**src/rtl/fetch_stage.sv**
```systemverilog
// Y86-64 fetch stage: selects the fetch PC (mispredict / ret / predicted),
// splits the 10 instruction bytes into icode/ifun/rA/rB/valC, computes valP
// and the status code, and runs a RUN/HALTED machine that stops fetching
// after a HLT/ADR/INS until a redirect arrives.
// Optional build macro FETCH_PERF_CNT_EN adds fetch_cnt / bubble_cnt counters.
//
// state   | meaning
// --------+-----------------------------------------------------------------
// RUN     | fetching normally, predPC advances every unstalled cycle
// HALTED  | a fault/halt was fetched; emit nop bubbles with the held stat
//         | until a mispredict or ret redirect supplies a new fetch PC
module fetch_stage #(
    parameter logic [63:0] RESET_PC   = 64'h0,
    parameter int unsigned IMEM_BYTES = 4096
) (
    input  logic        clk,
    input  logic        rst_n,
    input  logic        f_stall,
    input  logic [3:0]  m_icode,
    input  logic        m_cnd,
    input  logic [63:0] m_vala,
    input  logic [3:0]  w_icode,
    input  logic [63:0] w_valm,
    output logic [63:0] imem_addr,
    input  logic [79:0] imem_data,
    input  logic        imem_error,
    output logic [2:0]  stat_f,
    output logic [3:0]  icode_f,
    output logic [3:0]  ifun_f,
    output logic [3:0]  rA_f,
    output logic [3:0]  rB_f,
    output logic [63:0] valc_f,
    output logic [63:0] valp_f
`ifdef FETCH_PERF_CNT_EN
    ,
    output logic [31:0] fetch_cnt,
    output logic [31:0] bubble_cnt
`endif
);

    localparam logic [2:0] STAT_AOK = 3'd1;
    localparam logic [2:0] STAT_HLT = 3'd2;
    localparam logic [2:0] STAT_ADR = 3'd3;
    localparam logic [2:0] STAT_INS = 3'd4;

    localparam logic [3:0] I_HALT   = 4'h0;
    localparam logic [3:0] I_NOP    = 4'h1;
    localparam logic [3:0] I_JXX    = 4'h7;
    localparam logic [3:0] I_CALL   = 4'h8;
    localparam logic [3:0] I_RET    = 4'h9;
    localparam logic [3:0] REG_NONE = 4'hF;

    typedef enum logic {
        ST_RUN    = 1'b0,
        ST_HALTED = 1'b1
    } state_t;

    state_t      state_q, state_d;
    logic [63:0] pred_pc_q;
    logic [2:0]  hstat_q, hstat_d;
    logic        pc_load;
    logic        show_live;

    logic        mispredict, ret_redirect, redirect;
    logic [63:0] f_pc;
    logic [3:0]  raw_icode, raw_ifun;
    logic        instr_valid, need_regids;
    logic [63:0] dec_valc;
    logic [3:0]  instr_len;
    logic [64:0] end_addr;
    logic        adr_fault;
    logic [63:0] dec_valp;
    logic [63:0] next_pc;
    logic [2:0]  live_stat;

    // Fetch PC selection: a mispredicted jXX outranks a returning ret.
    always_comb begin
        mispredict   = (m_icode == I_JXX) && !m_cnd;
        ret_redirect = (w_icode == I_RET);
        redirect     = mispredict || ret_redirect;
        if (mispredict)
            f_pc = m_vala;
        else if (ret_redirect)
            f_pc = w_valm;
        else
            f_pc = pred_pc_q;
    end

    assign imem_addr = f_pc;

    // Instruction split, length, valP and fault classification.
    always_comb begin
        raw_icode   = imem_data[7:4];
        raw_ifun    = imem_data[3:0];
        instr_valid = (raw_icode <= 4'hB);

        case (raw_icode)
            4'h2, 4'h3, 4'h4, 4'h5, 4'h6, 4'hA, 4'hB: need_regids = 1'b1;
            default:                                  need_regids = 1'b0;
        endcase

        case (raw_icode)
            4'h3, 4'h4, 4'h5: dec_valc = imem_data[79:16];
            4'h7, 4'h8:       dec_valc = imem_data[71:8];
            default:          dec_valc = 64'h0;
        endcase

        case (raw_icode)
            4'h2, 4'h6, 4'hA, 4'hB: instr_len = 4'd2;
            4'h7, 4'h8:             instr_len = 4'd9;
            4'h3, 4'h4, 4'h5:       instr_len = 4'd10;
            default:                instr_len = 4'd1;
        endcase

        // The bounds check uses one extra bit so a PC near 2^64 still faults,
        // while valP itself simply wraps.
        end_addr  = {1'b0, f_pc} + {61'b0, instr_len};
        adr_fault = imem_error || (end_addr > 65'(IMEM_BYTES));
        dec_valp  = f_pc + {60'b0, instr_len};

        if ((raw_icode == I_JXX) || (raw_icode == I_CALL))
            next_pc = dec_valc;
        else
            next_pc = dec_valp;

        if (adr_fault)
            live_stat = STAT_ADR;
        else if (!instr_valid)
            live_stat = STAT_INS;
        else if (raw_icode == I_HALT)
            live_stat = STAT_HLT;
        else
            live_stat = STAT_AOK;
    end

    // Next-state logic; f_stall blocks every state, hstat and predPC update.
    always_comb begin
        state_d   = state_q;
        hstat_d   = hstat_q;
        pc_load   = 1'b0;
        show_live = 1'b1;
        case (state_q)
            ST_RUN: begin
                if (!f_stall) begin
                    pc_load = 1'b1;
                    if (live_stat != STAT_AOK) begin
                        state_d = ST_HALTED;
                        hstat_d = live_stat;
                    end
                end
            end
            ST_HALTED: begin
                // A redirect is a real fetch, so its decode is shown even while halted.
                show_live = redirect;
                if (redirect && !f_stall) begin
                    if (live_stat == STAT_AOK) begin
                        state_d = ST_RUN;
                        pc_load = 1'b1;
                    end else begin
                        hstat_d = live_stat;
                    end
                end
            end
            default: begin
                state_d = ST_RUN;
            end
        endcase
    end

    // Output mux: live decode, or a nop bubble carrying the held stat.
    always_comb begin
        if (show_live) begin
            stat_f = live_stat;
            if (adr_fault || !instr_valid) begin
                icode_f = I_NOP;
                ifun_f  = 4'h0;
            end else begin
                icode_f = raw_icode;
                ifun_f  = raw_ifun;
            end
            rA_f   = need_regids ? imem_data[15:12] : REG_NONE;
            rB_f   = need_regids ? imem_data[11:8]  : REG_NONE;
            valc_f = dec_valc;
            valp_f = dec_valp;
        end else begin
            stat_f  = hstat_q;
            icode_f = I_NOP;
            ifun_f  = 4'h0;
            rA_f    = REG_NONE;
            rB_f    = REG_NONE;
            valc_f  = 64'h0;
            valp_f  = f_pc;
        end
    end

    // State, held status and predicted PC registers.
    always_ff @(posedge clk or negedge rst_n) begin
        if (!rst_n) begin
            state_q   <= ST_RUN;
            hstat_q   <= STAT_AOK;
            pred_pc_q <= RESET_PC;
        end else begin
            state_q <= state_d;
            hstat_q <= hstat_d;
            if (pc_load)
                pred_pc_q <= next_pc;
        end
    end

`ifdef FETCH_PERF_CNT_EN
    // Useful-fetch and bubble counters, free-running with natural wrap.
    always_ff @(posedge clk or negedge rst_n) begin
        if (!rst_n) begin
            fetch_cnt  <= 32'd0;
            bubble_cnt <= 32'd0;
        end else begin
            if ((state_q == ST_RUN) && !f_stall && (stat_f == STAT_AOK))
                fetch_cnt <= fetch_cnt + 32'd1;
            if (f_stall || (state_q == ST_HALTED))
                bubble_cnt <= bubble_cnt + 32'd1;
        end
    end
`endif

endmodule

```
**config.mk**
```make
export PLATFORM = sky130hd
export DESIGN_NAME = fetch_stage
export DESIGN_NICKNAME = d
export VERILOG_FILES = /design/src/rtl/fetch_stage.sv
export SDC_FILE = /design/constraint.sdc
export NUM_CORES = 1
export LEC_CHECK = 0
export CAP_MARGIN = 0
export CORE_ASPECT_RATIO = 1.2
export CORE_MARGIN = 2
export CORE_UTILIZATION = 25
export CTS_CLUSTER_SIZE = 28
export DETAILED_ROUTE_END_ITERATION = 12
export PLACE_DENSITY_LB_ADDON = 0.12
export SLEW_MARGIN = 20
export SYNTH_ARGS = -nofsm -noshare
export SYNTH_HDL_FRONTEND = slang
export SYNTH_SLANG_ARGS = --single-unit
```
**constraint.sdc**
```tcl
create_clock -name clk -period 16.8 [get_ports clk]
set_clock_uncertainty 0.15 [all_clocks]
set_input_delay 1.68 -clock clk [delete_from_list [all_inputs] [get_ports clk]]
set_output_delay 1.68 -clock clk [all_outputs]
set_load 0.03 [all_outputs]
```
### Yosys cells after proc, flatten, opt, wreduce, memory -nomap -nowiden

Memories as Yosys holds them, arrays and structs flattened.
Index checks and enable logic that the tools add are counted.
Widths: inputs -> output; s select.

* bits in read-only memories: 48
* flip-flop bits (word level): 68
* logic and storage cells: 74
* bits of input ports: 221
* output and inout port bits: 211
* memories: 1

Memory list
* (no name shown): words 16, width 3, read ports 1, clocked after Yosys merged registers in 0, write ports 0, RTL line 108 `case (raw_icode)`

* muxes and demuxes: 34
* equal/unequal tests: 17
* bitwise logic cells: 1
* reductions and logical operators: 14
* $lt $le $gt $ge: 2
* add/subtract/negate cells: 2

Operators by type and width (count)
* $mux 64: 5
* $pmux 64 s2: 1
* $add 64x4->65: 1
* $gt 65x13->1 const B: 1
* $add 64x4->64: 1
* $mux 4: 8
* $mux 3: 7
* $eq 4x3->1 const B: 5
* $eq 4x4->1 const B: 4
* $mux 1: 9
* $eq 4x2->1 const B: 2
* $reduce_or 7->1: 1
* $ne 2x2->1 const B: 3
* $pmux 3 s2: 1
* $le 4x4->1 const B: 1
* $logic_not 4->1: 1
* $logic_or 1x1->1: 4
* $pmux 1 s2: 2
* $reduce_and 4->1: 1
* $eq 3x1->1 const B: 1
* $logic_not 1->1: 3
* $ne 3x1->1 const B: 1
* $reduce_or 3->1: 1
* $logic_and 1x1->1: 2
* other kinds (4): 4

### Logic depth before layout (Yosys ltp)

Gate-level depths: netlist of run 1.

* word-level depth: 11
* depth in mapped cells: 29
* depth with buffers taken out: 19

### Least setup slack after synthesis of run 1

No wires, ideal clock.

* path type: input to output
* from: input m_cnd
* to: output icode_f[3]
* setup slack: 6844 ps
* buffers on the path: 7
* arrival time: 8126 ps
* required time: 14970 ps
* cell stages on the path: 24
* path through: nand2b_1 -> buf_6 -> nor2_4 -> buf_4 -> buf_4 -> buf_4 -> buf_2 -> buf_2 -> buf_1 -> o21ai_0 -> ha_1 -> inv_1 -> fa_1 -> nand3b_1 -> o31ai_4 -> a41oi_2 -> nor2_1 -> nand4_2 -> or4_4 -> a2bb2o_4 -> o2111ai_1 -> nor4_4 -> nand4_4 -> nor4b_1

* longest elaborated chain between the ends: 9
* elaborated cells on any way between the ends: 11
* those cells by class: add/sub (1); order compare (1); mux (4); reduce/logical (5)

RTL lines
* start, declared: RTL line 20 `input logic m_cnd,`
* $logic_not 1->1: RTL line 78 `mispredict = (m_icode == I_JXX) && !m_cnd;`
* $logic_and 1x1->1: RTL line 78
* $mux 64: RTL line 81 `if (mispredict)`
* named net imem_addr[0]: RTL line 24 `output logic [63:0] imem_addr,`
* $add 64x4->65: RTL line 117 `end_addr = {1'b0, f_pc} + {61'b0, instr_len};`
* $gt 65x13->1: RTL line 118 `adr_fault = imem_error || (end_addr > 65'(IMEM_BYTES));`
* $logic_or 1x1->1: RTL line 118
* $logic_or 1x1->1: RTL line 174 `if (adr_fault || !instr_valid) begin`
* $mux 4: RTL line 174
* $mux 4: RTL line 172 `if (show_live) begin`
* end, declared: RTL line 28 `output logic [3:0] icode_f,`

The timed path passes the listed nets, and every way through them passes these cells.

### Final worst setup path of run 1

* from: input m_icode[0]
* to: output ifun_f[0]

* longest elaborated chain between the ends: 9
* elaborated cells on any way between the ends: 11
* those cells by class: add/sub (1); order compare (1); eq/ne (1); mux (4); reduce/logical (4)

RTL lines
* start, declared: RTL line 19 `input logic [3:0] m_icode,`
* $eq 4x3->1 (*): RTL line 78
* $logic_and 1x1->1 (*): RTL line 78
* $mux 64: RTL line 81
* $add 64x4->65: RTL line 117
* $gt 65x13->1: RTL line 118
* $logic_or 1x1->1: RTL line 118
* $logic_or 1x1->1: RTL line 174
* $mux 4: RTL line 174
* $mux 4 (*): RTL line 172
* end, declared: RTL line 29 `output logic [3:0] ifun_f,`

Every way passes the cells marked *; elsewhere a longest branch is shown, timed or not.

==> flow_results.xml, run 1 <==
<?xml version="1.0" encoding="UTF-8"?>
<metrics>
  <group name="run_status">
    <metric name="run_status" unit="">finished, final reports clean</metric>
  </group>
  <group name="clock_network">
    <metric name="cts_buffers" unit="">9</metric>
    <metric name="count_of_buffers_added_by_post_cts_timing_repair_for_setup" unit="">0</metric>
    <metric name="clock_latency" unit="ns">0.36</metric>
    <metric name="cts.root.buffer_cell" unit="">sky130_fd_sc_hd__clkbuf_16</metric>
    <metric name="maximum_level_of_the_cts_h_tree" unit="">3</metric>
    <metric name="holdBufCountCts" unit="">0</metric>
    <metric name="cts_max_path_buffers" unit="">2</metric>
    <metric name="clk_pin_slew_worst_paths" unit="ns">0.07</metric>
    <metric name="tritoncts" unit="">done</metric>
    <metric name="cts_sinks" unit="">68</metric>
    <metric name="cts.repair.resized" unit="">0</metric>
  </group>
  <group name="critical_path">
    <metric name="worst-r2r-setup-slack" unit="ns">9.96</metric>
    <metric name="beginning_of_the_critical_path" unit="">m_icode[0]</metric>
    <metric name="crit-reg2reg-capture" unit="">pred_pc_q[32]</metric>
    <metric name="cp-endpoint" unit="">ifun_f[0]</metric>
    <metric name="path_max_fanout" unit="">51</metric>
    <metric name="worst_r2r_path_depth" unit="">18</metric>
    <metric name="timing.critical_path.mode_cell" unit="">sky130_fd_sc_hd__clkdlybuf4s50_1</metric>
    <metric name="timing.critical_path.to_type" unit="">output port</metric>
    <metric name="cp_data_arrival_time" unit="ns">8.91</metric>
    <metric name="crit_required" unit="ns">14.97</metric>
    <metric name="worst-setup-path-type" unit="">in2out</metric>
    <metric name="startpoint_type" unit="">input pin</metric>
    <metric name="worst_path_largest_cell_delay" unit="ns">0.82</metric>
    <metric name="timing.critical_path.cells" unit="">clkdlybuf4s50_1 &gt; nand3b_4 &gt; nor2_4 &gt; buf_4 &gt; o21ai_0 &gt; ha_1 &gt; nand2_1 &gt; o41ai_2 &gt; a31oi_1 &gt; nor3_1 &gt; nand3_1 &gt; nor4_1 &gt; xnor2_1 &gt; nand4_1 &gt; nor4_4 &gt; nand4_4 &gt; nor2_1 &gt; and3_1 &gt; clkdlybuf4s50_1</metric>
    <metric name="critical_path.slowest_cell" unit="">sky130_fd_sc_hd__nor4_1</metric>
    <metric name="regToRegStartpoint" unit="">pred_pc_q[1]</metric>
  </group>
  <group name="power_and_ir_drop">
    <metric name="irDropWorstVdd" unit="uV">50.16</metric>
    <metric name="powerDensity" unit="nW/um^2">52.88</metric>
    <metric name="post-layout-total-power" unit="uW">802.1</metric>
    <metric name="p_leak" unit="nW">5.910</metric>
  </group>
  <group name="sta">
    <metric name="worst_hold_slack" unit="ns">0.3558</metric>
    <metric name="report.final.hold_viol_count" unit="">0</metric>
    <metric name="max-slew-margin-rel" unit="%">36.85</metric>
    <metric name="final.min_clock_period" unit="ns">10.74</metric>
    <metric name="slew_violations" unit="">0</metric>
    <metric name="setup_viol_count_final" unit="">0</metric>
    <metric name="layout_worst_path_cycle_share" unit="%">63.93</metric>
    <metric name="timing.fmax" unit="MHz">93.10</metric>
    <metric name="rsz_0062_raised_after_global_routing" unit="">false</metric>
    <metric name="setup_tns" unit="ns">0</metric>
    <metric name="worst_slew_pin_slew" unit="ns">0.9409</metric>
    <metric name="postLayoutSetupSlackWorst" unit="ns">6.059</metric>
  </group>
  <group name="synth">
    <metric name="portion_of_the_post_synthesis_area_used_by_sequential_elements" unit="%">16.56</metric>
    <metric name="synthMostInstantiatedCell" unit="">sky130_fd_sc_hd__nand2_1</metric>
    <metric name="synth-adder-area-share" unit="%">0.5598</metric>
    <metric name="synth_top_family_by_area" unit="">simple AND/OR/NAND/NOR gates</metric>
    <metric name="synth.area.mux_share" unit="%">17.09</metric>
    <metric name="fraction_of_registers_with_async_set_reset" unit="%">100.0</metric>
    <metric name="yosys.area.top_type_share" unit="%">16.31</metric>
    <metric name="number_of_synthesized_flops_with_an_enable_pin" unit="">0</metric>
    <metric name="postSynthAreaPerCell" unit="um^2">7.235</metric>
    <metric name="synth_top_cell_by_area" unit="">sky130_fd_sc_hd__dfrtp_1</metric>
    <metric name="synthTopCellsByArea" unit="">sky130_fd_sc_hd__dfrtp_1 16%, sky130_fd_sc_hd__nand2_1 11%, sky130_fd_sc_hd__mux2_4 8.6%</metric>
    <metric name="flip_flop_cell_with_the_highest_count_after_synthesis" unit="">sky130_fd_sc_hd__dfrtp_1</metric>
    <metric name="ys_types" unit="">88</metric>
    <metric name="synth.top_cells.by_count" unit="">314 x sky130_fd_sc_hd__nand2_1, 109 x sky130_fd_sc_hd__a21oi_1, 91 x sky130_fd_sc_hd__nor2_1</metric>
    <metric name="synthSimpleGateAreaFrac" unit="%">30.58</metric>
    <metric name="synthesis.yosys.warnings" unit="">0</metric>
    <metric name="synthesis.nets" unit="">1646</metric>
    <metric name="ys_ff_latch" unit="">68</metric>
    <metric name="cell_count_after_synthesis" unit="">1421</metric>
    <metric name="synth_compound_gate_area_share" unit="%">18.08</metric>
    <metric name="yosys.area_share.xor_xnor" unit="%">10.14</metric>
    <metric name="syn-cell-area" unit="um^2">10280</metric>
  </group>
  <group name="routing">
    <metric name="vias_per_cell" unit="">5.372</metric>
    <metric name="post_dr_wirelength_cell" unit="um">25.95</metric>
    <metric name="detailroute.via_count" unit="">12550</metric>
    <metric name="first_iter_violations" unit="">918</metric>
    <metric name="drcViolationCount" unit="">0</metric>
    <metric name="drt.antenna.violating_nets" unit="">0</metric>
    <metric name="wl" unit="um">60620</metric>
    <metric name="drt_pass1_iterations" unit="">5</metric>
  </group>
  <group name="job">
    <metric name="drv_cap" unit="">0</metric>
  </group>
  <group name="floorplan">
    <metric name="floorplan.die_area" unit="um^2">42770</metric>
    <metric name="die-width" unit="um">189.1</metric>
    <metric name="row_count" unit="">81</metric>
    <metric name="io_pins" unit="">432</metric>
    <metric name="core_region_area" unit="um^2">40640</metric>
    <metric name="floorplan.initialDensity" unit="%">25.30</metric>
    <metric name="die_height" unit="um">226.1</metric>
  </group>
  <group name="layout">
    <metric name="finalNonFillerCells" unit="">2336</metric>
    <metric name="layout-drive-gt1-share" unit="%">8.630</metric>
    <metric name="post-route-util" unit="%">37.32</metric>
    <metric name="synthToLayoutAreaGrowth" unit="%">47.52</metric>
    <metric name="layout.cell_area.non_filler" unit="um^2">15170</metric>
    <metric name="layout.nets" unit="">2017</metric>
  </group>
  <group name="global_route">
    <metric name="antenna_violations_before_repair" unit="">2</metric>
    <metric name="grt_first_pass_wirelength" unit="um">87350</metric>
    <metric name="gr-total-overflow" unit="">0</metric>
    <metric name="first_global_vias" unit="">12610</metric>
    <metric name="groute.usage.overall" unit="%">27.71</metric>
    <metric name="grt_max_degree" unit="">74</metric>
  </group>
  <group name="placed_design">
    <metric name="io_buffer_count" unit="">431</metric>
    <metric name="gp_congestion" unit="">0.9238</metric>
    <metric name="place_area" unit="um^2">14890</metric>
    <metric name="place.detailed.instances" unit="">2320</metric>
    <metric name="dp_slack" unit="ns">6.112</metric>
    <metric name="detailed_placement_hpwl" unit="um">47060</metric>
  </group>
  <group name="hold_path">
    <metric name="timing.hold.worst.class" unit="">reg2reg</metric>
  </group>
</metrics>
sequential cells by signal, summed over array words and instances (netlist names):
signal	flops
pred_pc_q	64
hstat_q	3
state_q	1
area by class of cell:
class	instances	area, um^2
Clock inverter	2	10.01
Sequential cell	68	1703
Fill cell	4364	25470
Multi-Input combinational cell	1222	7890
Tap cell	539	674.4
Antenna cell	1	2.502
Inverter	37	138.9
Clock buffer	13	260.3
Timing Repair Buffer	454	4488
power breakdown:
group	switching, mW	total, mW	internal, mW
Sequential	0.0116	0.188	0.177
Combinational	0.244	0.421	0.177
Clock	0.0859	0.193	0.107
worst min-delay path by stage:
| stage | slack, ns | endpoint | depth (start not counted) | start |
|---|---|---|---|---|
| floorplan | 0.31 | hstat_q[2] | 1 | hstat_q[2] |
| global placement | 0.33 | hstat_q[2] | 1 | hstat_q[2] |
| detailed placement | 0.34 | hstat_q[2] | 1 | hstat_q[2] |
| CTS | 0.36 | hstat_q[2] | 1 | hstat_q[2] |
| global route | 0.38 | pred_pc_q[61] | 1 | pred_pc_q[61] |
| finish | 0.36 | hstat_q[2] | 1 | hstat_q[2] |
logic make-up after synthesis:
group / Yosys count
compound gates: 304
xor+xnor: 119
fa+ha+maj: 4
buf+inv: 131
flops: 68
mux: 144
simple gates: 651
routing by layer:
layer	track usage [%]	up-vias	part of all wire, %
met1	35.49	6145	43
met5	0	-	0.021
met3	4.600	69	6.2
met4	8.720	2	2.6
li1	-	5775	-
met2	47.30	557	48
cell usage in the layout (no fill, tap or decap), drive strengths merged, types with 67 or more instances in the layout:
| cell | synthesis | layout |
|---|---|---|
| clkdlybuf4s50 | 0 | 430 |
| dfrtp | 67 | 67 |
| nand2 | 314 | 314 |
| o21ai | 106 | 106 |
| nand3 | 79 | 79 |
| nor2 | 92 | 92 |
| mux2 | 72 | 72 |
| xnor2 | 90 | 90 |
| mux2i | 72 | 72 |
| a21oi | 110 | 110 |
worst max-delay path: cells and delay by family:
kind,cells,cell delay (ns)
and+or+nand+nor,11,3.94
buffers and inverters,3,1.69
AOI/OAI and AO/OA,3,0.71
adders and majority gates,1,0.50
xor gates and xnor gates,1,0.35
Power figures use the tool's default switching activity.
==> inputs of run 2 (changes only) <==
==> constraint.sdc (replaced) <==
create_clock -name clk -period 9.15 [get_ports clk]
set_clock_uncertainty 0.15 [all_clocks]
set_input_delay 0.915 -clock clk [delete_from_list [all_inputs] [get_ports clk]]
set_output_delay 0.915 -clock clk [all_outputs]
set_load 0.03 [all_outputs]
==> flow_results.xml, run 2 (synthesized netlist as in run 1, its figures left out) <==
<?xml version="1.0" encoding="UTF-8"?>
<metrics>
  <group name="run_status">
    <metric name="run_status" unit="">finished, final reports clean</metric>
  </group>
  <group name="layout">
    <metric name="layout-drive-gt1-share" unit="%">9.656</metric>
    <metric name="layout.cells.most_common_list" unit="">420 x sky130_fd_sc_hd__clkdlybuf4s50_1, 312 x sky130_fd_sc_hd__nand2_1, 109 x sky130_fd_sc_hd__a21oi_1</metric>
    <metric name="max_flop_register" unit="">pred_pc_q</metric>
    <metric name="area_of_the_multi_input_gates" unit="um^2">7893</metric>
    <metric name="layout.nets" unit="">2023</metric>
    <metric name="fillers" unit="">4248</metric>
    <metric name="layout.cell_area.non_filler" unit="um^2">15290</metric>
    <metric name="synthToLayoutAreaGrowth" unit="%">48.75</metric>
    <metric name="ff_latch_area" unit="um^2">1703</metric>
    <metric name="layout.cells.most_common" unit="">sky130_fd_sc_hd__clkdlybuf4s50_1</metric>
    <metric name="largest_register_ffs" unit="">64</metric>
    <metric name="post-route-util" unit="%">37.63</metric>
    <metric name="reg.largest.list" unit="">pred_pc_q: 64 flops, hstat_q: 3 flops, state_q: 1 flops</metric>
  </group>
  <group name="hold_path">
    <metric name="timing.hold.worst.class" unit="">reg2reg</metric>
    <metric name="worst_hold_path.num_cells" unit="">1</metric>
    <metric name="min-delay-start" unit="">pred_pc_q[58]</metric>
    <metric name="hold-path-endpoint" unit="">pred_pc_q[58]</metric>
  </group>
  <group name="power_and_ir_drop">
    <metric name="p_leak" unit="nW">5.994</metric>
    <metric name="irDropWorstVdd" unit="uV">93.46</metric>
    <metric name="powerDensity" unit="nW/um^2">98.59</metric>
  </group>
  <group name="clock_network">
    <metric name="tritoncts" unit="">done</metric>
    <metric name="count_of_buffers_added_by_post_cts_timing_repair_for_setup" unit="">0</metric>
    <metric name="clock_latency" unit="ns">0.37</metric>
    <metric name="cts_sinks" unit="">68</metric>
    <metric name="cts_buffers" unit="">9</metric>
    <metric name="clk_pin_slew_worst_paths" unit="ns">0.06</metric>
    <metric name="cts_max_path_buffers" unit="">2</metric>
    <metric name="holdBufCountCts" unit="">0</metric>
    <metric name="cts.repair.resized" unit="">0</metric>
    <metric name="cts.root.buffer_cell" unit="">sky130_fd_sc_hd__clkbuf_16</metric>
    <metric name="maximum_level_of_the_cts_h_tree" unit="">3</metric>
  </group>
  <group name="job">
    <metric name="drv_cap" unit="">0</metric>
  </group>
  <group name="floorplan">
    <metric name="floorplan.die_area" unit="um^2">42770</metric>
    <metric name="io_pins" unit="">432</metric>
    <metric name="core_region_area" unit="um^2">40640</metric>
    <metric name="die-width" unit="um">189.1</metric>
    <metric name="die_height" unit="um">226.1</metric>
    <metric name="row_count" unit="">81</metric>
    <metric name="floorplan.initialDensity" unit="%">25.30</metric>
  </group>
  <group name="sta">
    <metric name="rsz_0062_raised_after_global_routing" unit="">false</metric>
    <metric name="worst_slew_pin_slew" unit="ns">0.9860</metric>
    <metric name="setup_tns" unit="ns">0</metric>
    <metric name="slew_violations" unit="">0</metric>
    <metric name="layout_worst_path_cycle_share" unit="%">94.99</metric>
    <metric name="final.min_clock_period" unit="ns">8.692</metric>
    <metric name="max-slew-margin-rel" unit="%">33.82</metric>
    <metric name="setup_viol_count_final" unit="">0</metric>
    <metric name="report.final.hold_viol_count" unit="">0</metric>
    <metric name="timing.fmax" unit="MHz">115.0</metric>
  </group>
  <group name="critical_path">
    <metric name="crit-reg2reg-capture" unit="">pred_pc_q[1]</metric>
    <metric name="worst_r2r_path_depth" unit="">17</metric>
    <metric name="regToRegStartpoint" unit="">pred_pc_q[1]</metric>
    <metric name="cp_data_arrival_time" unit="ns">7.63</metric>
    <metric name="startpoint_type" unit="">input pin</metric>
    <metric name="worst-r2r-setup-slack" unit="ns">2.61</metric>
    <metric name="path_max_fanout" unit="">19</metric>
    <metric name="crit_required" unit="ns">8.09</metric>
    <metric name="timing.critical_path.to_type" unit="">output port</metric>
    <metric name="worst-setup-path-type" unit="">in2out</metric>
  </group>
  <group name="routing">
    <metric name="vias_per_cell" unit="">5.313</metric>
    <metric name="wl" unit="um">60080</metric>
    <metric name="detailroute.via_count" unit="">12460</metric>
    <metric name="met2_wirelength" unit="um">29700</metric>
    <metric name="drt.antenna.violating_nets" unit="">0</metric>
    <metric name="met3_wire_len" unit="um">3915</metric>
    <metric name="routedLengthMet1" unit="um">25150</metric>
    <metric name="drt_pass1_iterations" unit="">5</metric>
    <metric name="first_iter_violations" unit="">804</metric>
    <metric name="drcViolationCount" unit="">0</metric>
    <metric name="routed.top_layer" unit="">met4</metric>
    <metric name="post_dr_wirelength_cell" unit="um">25.62</metric>
  </group>
  <group name="placed_design">
    <metric name="detailed_placement_hpwl" unit="um">46460</metric>
    <metric name="io_buffer_count" unit="">431</metric>
    <metric name="gp_congestion" unit="">0.8862</metric>
    <metric name="place_area" unit="um^2">14970</metric>
  </group>
  <group name="global_route">
    <metric name="gr-total-overflow" unit="">0</metric>
    <metric name="groute.usage.overall" unit="%">27.12</metric>
    <metric name="grt_first_pass_wirelength" unit="um">85380</metric>
    <metric name="first_global_vias" unit="">12420</metric>
    <metric name="antenna_violations_before_repair" unit="">3</metric>
    <metric name="grt_max_degree" unit="">121</metric>
  </group>
</metrics>
## run 2: cell count changes in the layout (fill, tap and decap cells not counted), sizes merged
cell	delta
diode	+3
clkinv	-2
clkdlybuf4s50	-10
clkbuf	+2
buf	+16
## run 2: area by class of cell
| type | count | share of cell area [%] |
|---|---|---|
| antenna | 4 | 0.06545 |
| clock buffer | 15 | 2.013 |
| inverter | 37 | 0.9081 |
| multi-input combinational | 1222 | 51.61 |
| sequential | 68 | 11.13 |
| tap | 539 | 4.410 |
| timing repair buffer | 460 | 29.86 |
## run 2: per-layer routing
metal | vias to the layer above | GRT usage, %
li1 | 5790 | -
met4 | 0 | 7.787
met1 | 6069 | 33.99
met5 | - | 0
met3 | 59 | 4.771
met2 | 541 | 47.36
## run 2: critical path, stage by stage
cell	delay, ns
sky130_fd_sc_hd__clkdlybuf4s50_1	0.52
sky130_fd_sc_hd__and4bb_2	0.69
sky130_fd_sc_hd__mux2i_1	0.15
sky130_fd_sc_hd__o21ai_0	0.46
sky130_fd_sc_hd__inv_1	0.13
sky130_fd_sc_hd__fa_1	0.55
sky130_fd_sc_hd__nand3b_1	0.25
sky130_fd_sc_hd__o31ai_4	0.20
sky130_fd_sc_hd__a41oi_2	0.12
sky130_fd_sc_hd__nor2_1	0.48
sky130_fd_sc_hd__nand4_2	0.51
sky130_fd_sc_hd__or4_4	0.72
sky130_fd_sc_hd__a2bb2o_4	0.23
sky130_fd_sc_hd__o2111ai_1	0.15
sky130_fd_sc_hd__nor4_4	0.35
sky130_fd_sc_hd__nand4_4	0.27
sky130_fd_sc_hd__nor3_1	0.24
sky130_fd_sc_hd__a21oi_1	0.06
sky130_fd_sc_hd__clkdlybuf4s50_1	0.62
## run 2: stage by stage
step | hold WS (ns) | instances | setup WS, ns | total power [mW]
after floorplan | 0.3140 | 1421 | 0.7235 | 0.7521
after global placement | 0.3320 | 2326 | 0.5879 | 1.121
after detailed placement | 0.3413 | 2326 | 0.4513 | 1.120
after CTS | 0.3587 | 2341 | 0.3994 | 1.509
after global routing | 0.3759 | 2344 | 0.002167 | 1.569
final | 0.3609 | 2345 | 0.4581 | 1.508
## run 2: where the power goes
group	total, mW	switching, mW	internal, mW
logic	0.773	0.446	0.327
registers	0.346	0.0216	0.325
clock network	0.389	0.162	0.227
total	1.51	0.629	0.879
## run 2: worst max path at each step
stage / depth (start not counted) / end / start / slack (ns)
2_1_floorplan: 24 / icode_f[3] / m_cnd / 0.72
3_3_place_gp: 20 / stat_f[1] / w_icode[0] / 0.59
3_5_place_dp: 20 / stat_f[1] / w_icode[0] / 0.45
4_1_cts: 20 / stat_f[1] / w_icode[0] / 0.40
5_1_grt: 20 / stat_f[1] / w_icode[0] / 0.002
6_report: 19 / stat_f[1] / w_icode[0] / 0.46
==> inputs of run 3 (changes only) <==
--- a/config.mk
+++ b/config.mk
@@ -5,13 +5,16 @@
 export SDC_FILE = /design/constraint.sdc
 export NUM_CORES = 1
 export LEC_CHECK = 0
+export ABC_AREA = 1
 export CAP_MARGIN = 0
+export CELL_PAD_IN_SITES_DETAIL_PLACEMENT = 1
+export CELL_PAD_IN_SITES_GLOBAL_PLACEMENT = 2
 export CORE_ASPECT_RATIO = 1.2
 export CORE_MARGIN = 2
-export CORE_UTILIZATION = 25
+export CORE_UTILIZATION = 20
 export CTS_CLUSTER_SIZE = 28
 export DETAILED_ROUTE_END_ITERATION = 12
-export PLACE_DENSITY_LB_ADDON = 0.12
+export PLACE_DENSITY_LB_ADDON = 0.08
 export SLEW_MARGIN = 20
 export SYNTH_ARGS = -nofsm -noshare
 export SYNTH_HDL_FRONTEND = slang
==> flow_results.xml, run 3 <==
<?xml version="1.0" encoding="UTF-8"?>
<metrics>
  <group name="run_status">
    <metric name="run_status" unit="">finished, final reports clean</metric>
  </group>
  <group name="layout">
    <metric name="synthToLayoutAreaGrowth" unit="%">43.37</metric>
    <metric name="max_flop_register" unit="">pred_pc_q</metric>
    <metric name="layout.cells.most_common" unit="">sky130_fd_sc_hd__nand2_1</metric>
    <metric name="largest_register_ffs" unit="">64</metric>
    <metric name="layout.cells.most_common_list" unit="">876 x sky130_fd_sc_hd__nand2_1, 421 x sky130_fd_sc_hd__clkdlybuf4s50_1, 287 x sky130_fd_sc_hd__inv_1, 287 x sky130_fd_sc_hd__nand3_1, 199 x sky130_fd_sc_hd__o21ai_0</metric>
    <metric name="layout.cell_area.non_filler" unit="um^2">17080</metric>
    <metric name="layout.nets" unit="">2863</metric>
    <metric name="fillers" unit="">7793</metric>
    <metric name="reg.largest.list" unit="">pred_pc_q: 64 flops, hstat_q: 3 flops, state_q: 1 flops</metric>
    <metric name="layout-drive-gt1-share" unit="%">8.365</metric>
  </group>
  <group name="critical_path">
    <metric name="critical-path-top-delay-family" unit="">simple AND/OR/NAND/NOR gates</metric>
    <metric name="timing.critical_path.to_type" unit="">output port</metric>
    <metric name="worst_path_largest_cell_delay" unit="ns">0.65</metric>
    <metric name="startpoint_type" unit="">input pin</metric>
    <metric name="timing.critical_path.mode_cell" unit="">sky130_fd_sc_hd__nand2_1</metric>
    <metric name="cp_data_arrival_time" unit="ns">6.65</metric>
    <metric name="critical_path.slowest_cell" unit="">sky130_fd_sc_hd__clkdlybuf4s50_1</metric>
    <metric name="worstSetupPathDepth" unit="">26</metric>
    <metric name="crit-reg2reg-capture" unit="">pred_pc_q[9]</metric>
    <metric name="worst_path_buffer_plus_inverter_count" unit="">5</metric>
    <metric name="worst_r2r_path_depth" unit="">24</metric>
    <metric name="worst-setup-path-type" unit="">in2out</metric>
    <metric name="regToRegStartpoint" unit="">pred_pc_q[0]</metric>
    <metric name="worst-r2r-setup-slack" unit="ns">3.44</metric>
    <metric name="beginning_of_the_critical_path" unit="">w_icode[1]</metric>
    <metric name="path_max_fanout" unit="">43</metric>
    <metric name="cp-endpoint" unit="">stat_f[0]</metric>
    <metric name="crit_required" unit="ns">8.09</metric>
  </group>
  <group name="routing">
    <metric name="detailroute.via_count" unit="">16330</metric>
    <metric name="drt.antenna.violating_nets" unit="">0</metric>
    <metric name="first_iter_violations" unit="">994</metric>
    <metric name="wl" unit="um">84380</metric>
    <metric name="drcViolationCount" unit="">0</metric>
    <metric name="post_dr_wirelength_cell" unit="um">24.51</metric>
    <metric name="drt_pass1_iterations" unit="">5</metric>
    <metric name="vias_per_cell" unit="">4.742</metric>
  </group>
  <group name="floorplan">
    <metric name="die-width" unit="um">226.8</metric>
    <metric name="core_region_area" unit="um^2">59220</metric>
    <metric name="row_count" unit="">98</metric>
    <metric name="die_height" unit="um">271.4</metric>
    <metric name="io_pins" unit="">432</metric>
    <metric name="floorplan.die_area" unit="um^2">61550</metric>
    <metric name="floorplan.initialDensity" unit="%">20.12</metric>
  </group>
  <group name="job">
    <metric name="drv_cap" unit="">0</metric>
  </group>
  <group name="clock_network">
    <metric name="clk_pin_slew_worst_paths" unit="ns">0.06</metric>
    <metric name="clock_latency" unit="ns">0.36</metric>
    <metric name="cts.root.buffer_cell" unit="">sky130_fd_sc_hd__clkbuf_16</metric>
    <metric name="tritoncts" unit="">done</metric>
    <metric name="cts.repair.resized" unit="">0</metric>
    <metric name="cts_max_path_buffers" unit="">2</metric>
    <metric name="cts_buffers" unit="">9</metric>
    <metric name="holdBufCountCts" unit="">0</metric>
    <metric name="count_of_buffers_added_by_post_cts_timing_repair_for_setup" unit="">0</metric>
    <metric name="maximum_level_of_the_cts_h_tree" unit="">3</metric>
    <metric name="cts_sinks" unit="">68</metric>
  </group>
  <group name="synth">
    <metric name="ys_ff_latch" unit="">68</metric>
    <metric name="ys_types" unit="">38</metric>
    <metric name="synth_top_cell_by_area" unit="">sky130_fd_sc_hd__nand2_1</metric>
    <metric name="synthesis.yosys.warnings" unit="">0</metric>
    <metric name="postSynthAreaPerCell" unit="um^2">5.205</metric>
    <metric name="portion_of_the_post_synthesis_area_used_by_sequential_elements" unit="%">14.29</metric>
    <metric name="synthTopCellsByArea" unit="">sky130_fd_sc_hd__nand2_1 28%, sky130_fd_sc_hd__dfrtp_1 14%, sky130_fd_sc_hd__nand3_1 12%</metric>
    <metric name="synth.top_cells.by_count" unit="">877 x sky130_fd_sc_hd__nand2_1, 290 x sky130_fd_sc_hd__inv_1, 287 x sky130_fd_sc_hd__nand3_1</metric>
    <metric name="syn-cell-area" unit="um^2">11920</metric>
    <metric name="flip_flop_cell_with_the_highest_count_after_synthesis" unit="">sky130_fd_sc_hd__dfrtp_1</metric>
    <metric name="synthMostInstantiatedCell" unit="">sky130_fd_sc_hd__nand2_1</metric>
    <metric name="synthesis.nets" unit="">2514</metric>
    <metric name="fraction_of_registers_with_async_set_reset" unit="%">100.0</metric>
    <metric name="number_of_synthesized_flops_with_an_enable_pin" unit="">0</metric>
    <metric name="cell_count_after_synthesis" unit="">2289</metric>
    <metric name="yosys.area.top_type_share" unit="%">27.63</metric>
  </group>
  <group name="global_route">
    <metric name="groute.layer.met1.usage" unit="%">36.45</metric>
    <metric name="first_global_vias" unit="">16810</metric>
    <metric name="antenna_violations_before_repair" unit="">11</metric>
    <metric name="gr-total-overflow" unit="">0</metric>
    <metric name="globalRouteMet3Util" unit="%">4.340</metric>
    <metric name="grt_max_degree" unit="">92</metric>
    <metric name="groute.usage.overall" unit="%">27.04</metric>
    <metric name="grt_most_used_layer" unit="">met2</metric>
    <metric name="grt_use_met2" unit="%">44.39</metric>
    <metric name="grt_first_pass_wirelength" unit="um">120300</metric>
  </group>
  <group name="sta">
    <metric name="setup_viol_count_final" unit="">0</metric>
    <metric name="layout_worst_path_cycle_share" unit="%">84.35</metric>
    <metric name="final.min_clock_period" unit="ns">7.718</metric>
    <metric name="slew_violations" unit="">0</metric>
    <metric name="worst_slew_pin_slew" unit="ns">1.015</metric>
    <metric name="rsz_0062_raised_after_global_routing" unit="">false</metric>
    <metric name="report.final.hold_viol_count" unit="">0</metric>
    <metric name="setup_tns" unit="ns">0</metric>
    <metric name="max-slew-margin-rel" unit="%">32.30</metric>
    <metric name="timing.fmax" unit="MHz">129.6</metric>
  </group>
  <group name="placed_design">
    <metric name="place_area" unit="um^2">16740</metric>
    <metric name="detailed_placement_hpwl" unit="um">69610</metric>
    <metric name="gp_congestion" unit="">0.9021</metric>
    <metric name="io_buffer_count" unit="">431</metric>
  </group>
  <group name="power_and_ir_drop">
    <metric name="irDropWorstVdd" unit="uV">93.94</metric>
    <metric name="p_leak" unit="nW">8.295</metric>
    <metric name="powerDensity" unit="nW/um^2">92.24</metric>
  </group>
  <group name="hold_path">
    <metric name="timing.hold.worst.class" unit="">in2async</metric>
  </group>
</metrics>
[run 3: cell types whose count changed in the layout (fill, tap and decap cells not counted), sizes merged, moves of 90 or more]
cell	before	now
o21ai	106	212
nand2	314	896
a21oi	110	2
nor2	92	213
nand3	79	350
xnor2	90	0
inv	35	305
[run 3: report_power, final]
group	internal [mW]	switching [mW]
registers	0.320	0.0196
logic	0.283	0.537
clock network	0.265	0.150
total	0.869	0.707
[run 3: metrics by stage]
stage,power [mW],worst slack (ns),cells,util [%],hold WS [ns]
global placement,1.166,1.516,3427,28.26,0.3250
global route,1.660,0.9951,3442,28.84,0.3200
finish,1.576,1.432,3443,28.84,0.3113
detailed placement,1.167,1.468,3427,28.26,0.3387
floorplan,0.7376,2.211,2289,-,0.3034
CTS,1.589,1.427,3442,28.83,0.3121
[run 3: worst min path at each step]
stage	startpoint	endpoint	slack, ns	cells after the start
after floorplan	hstat_q[1]	hstat_q[1]	0.30	2
after global placement	hstat_q[2]	hstat_q[2]	0.33	2
after detailed placement	hstat_q[1]	hstat_q[1]	0.34	2
after CTS	rst_n	pred_pc_q[9]	0.31	1
after global routing	rst_n	pred_pc_q[15]	0.32	1
final	rst_n	pred_pc_q[5]	0.31	1
[run 3: routing by layer]
layer	part of all wire, %	up-vias
met5	0.095	-
met4	2.7	12
met3	5.3	83
met2	46	454
met1	46	7930
li1	-	7846
[run 3: kinds of logic (layout without fill, tap and decap cells)]
| family | count (synthesis) | after routing | share of synthesized area (%) |
|---|---|---|---|
| flops | 68 | 68 | 14.29 |
| fa+ha+maj | 4 | 4 | 0.4831 |
| buf+inv | 431 | 784 | 15.68 |
| other cells | 0 | 1 | 0 |
| simple gates | 1549 | 1549 | 58.87 |
| xor+xnor | 17 | 17 | 1.250 |
| compound gates | 220 | 220 | 9.430 |
[run 3: cell type report]
| class | instances | area, um^2 | share of cell area, % |
|---|---|---|---|
| Sequential cell | 68 | 1703 | 9.969 |
| Antenna cell | 1 | 2.502 | 0.01465 |
| Timing Repair Buffer | 454 | 4478 | 26.21 |
| Clock inverter | 6 | 113.9 | 0.6665 |
| Inverter | 315 | 1184 | 6.929 |
| Multi-Input combinational cell | 1790 | 8376 | 49.03 |
| Tap cell | 800 | 1001 | 5.860 |
| Clock buffer | 9 | 225.2 | 1.318 |
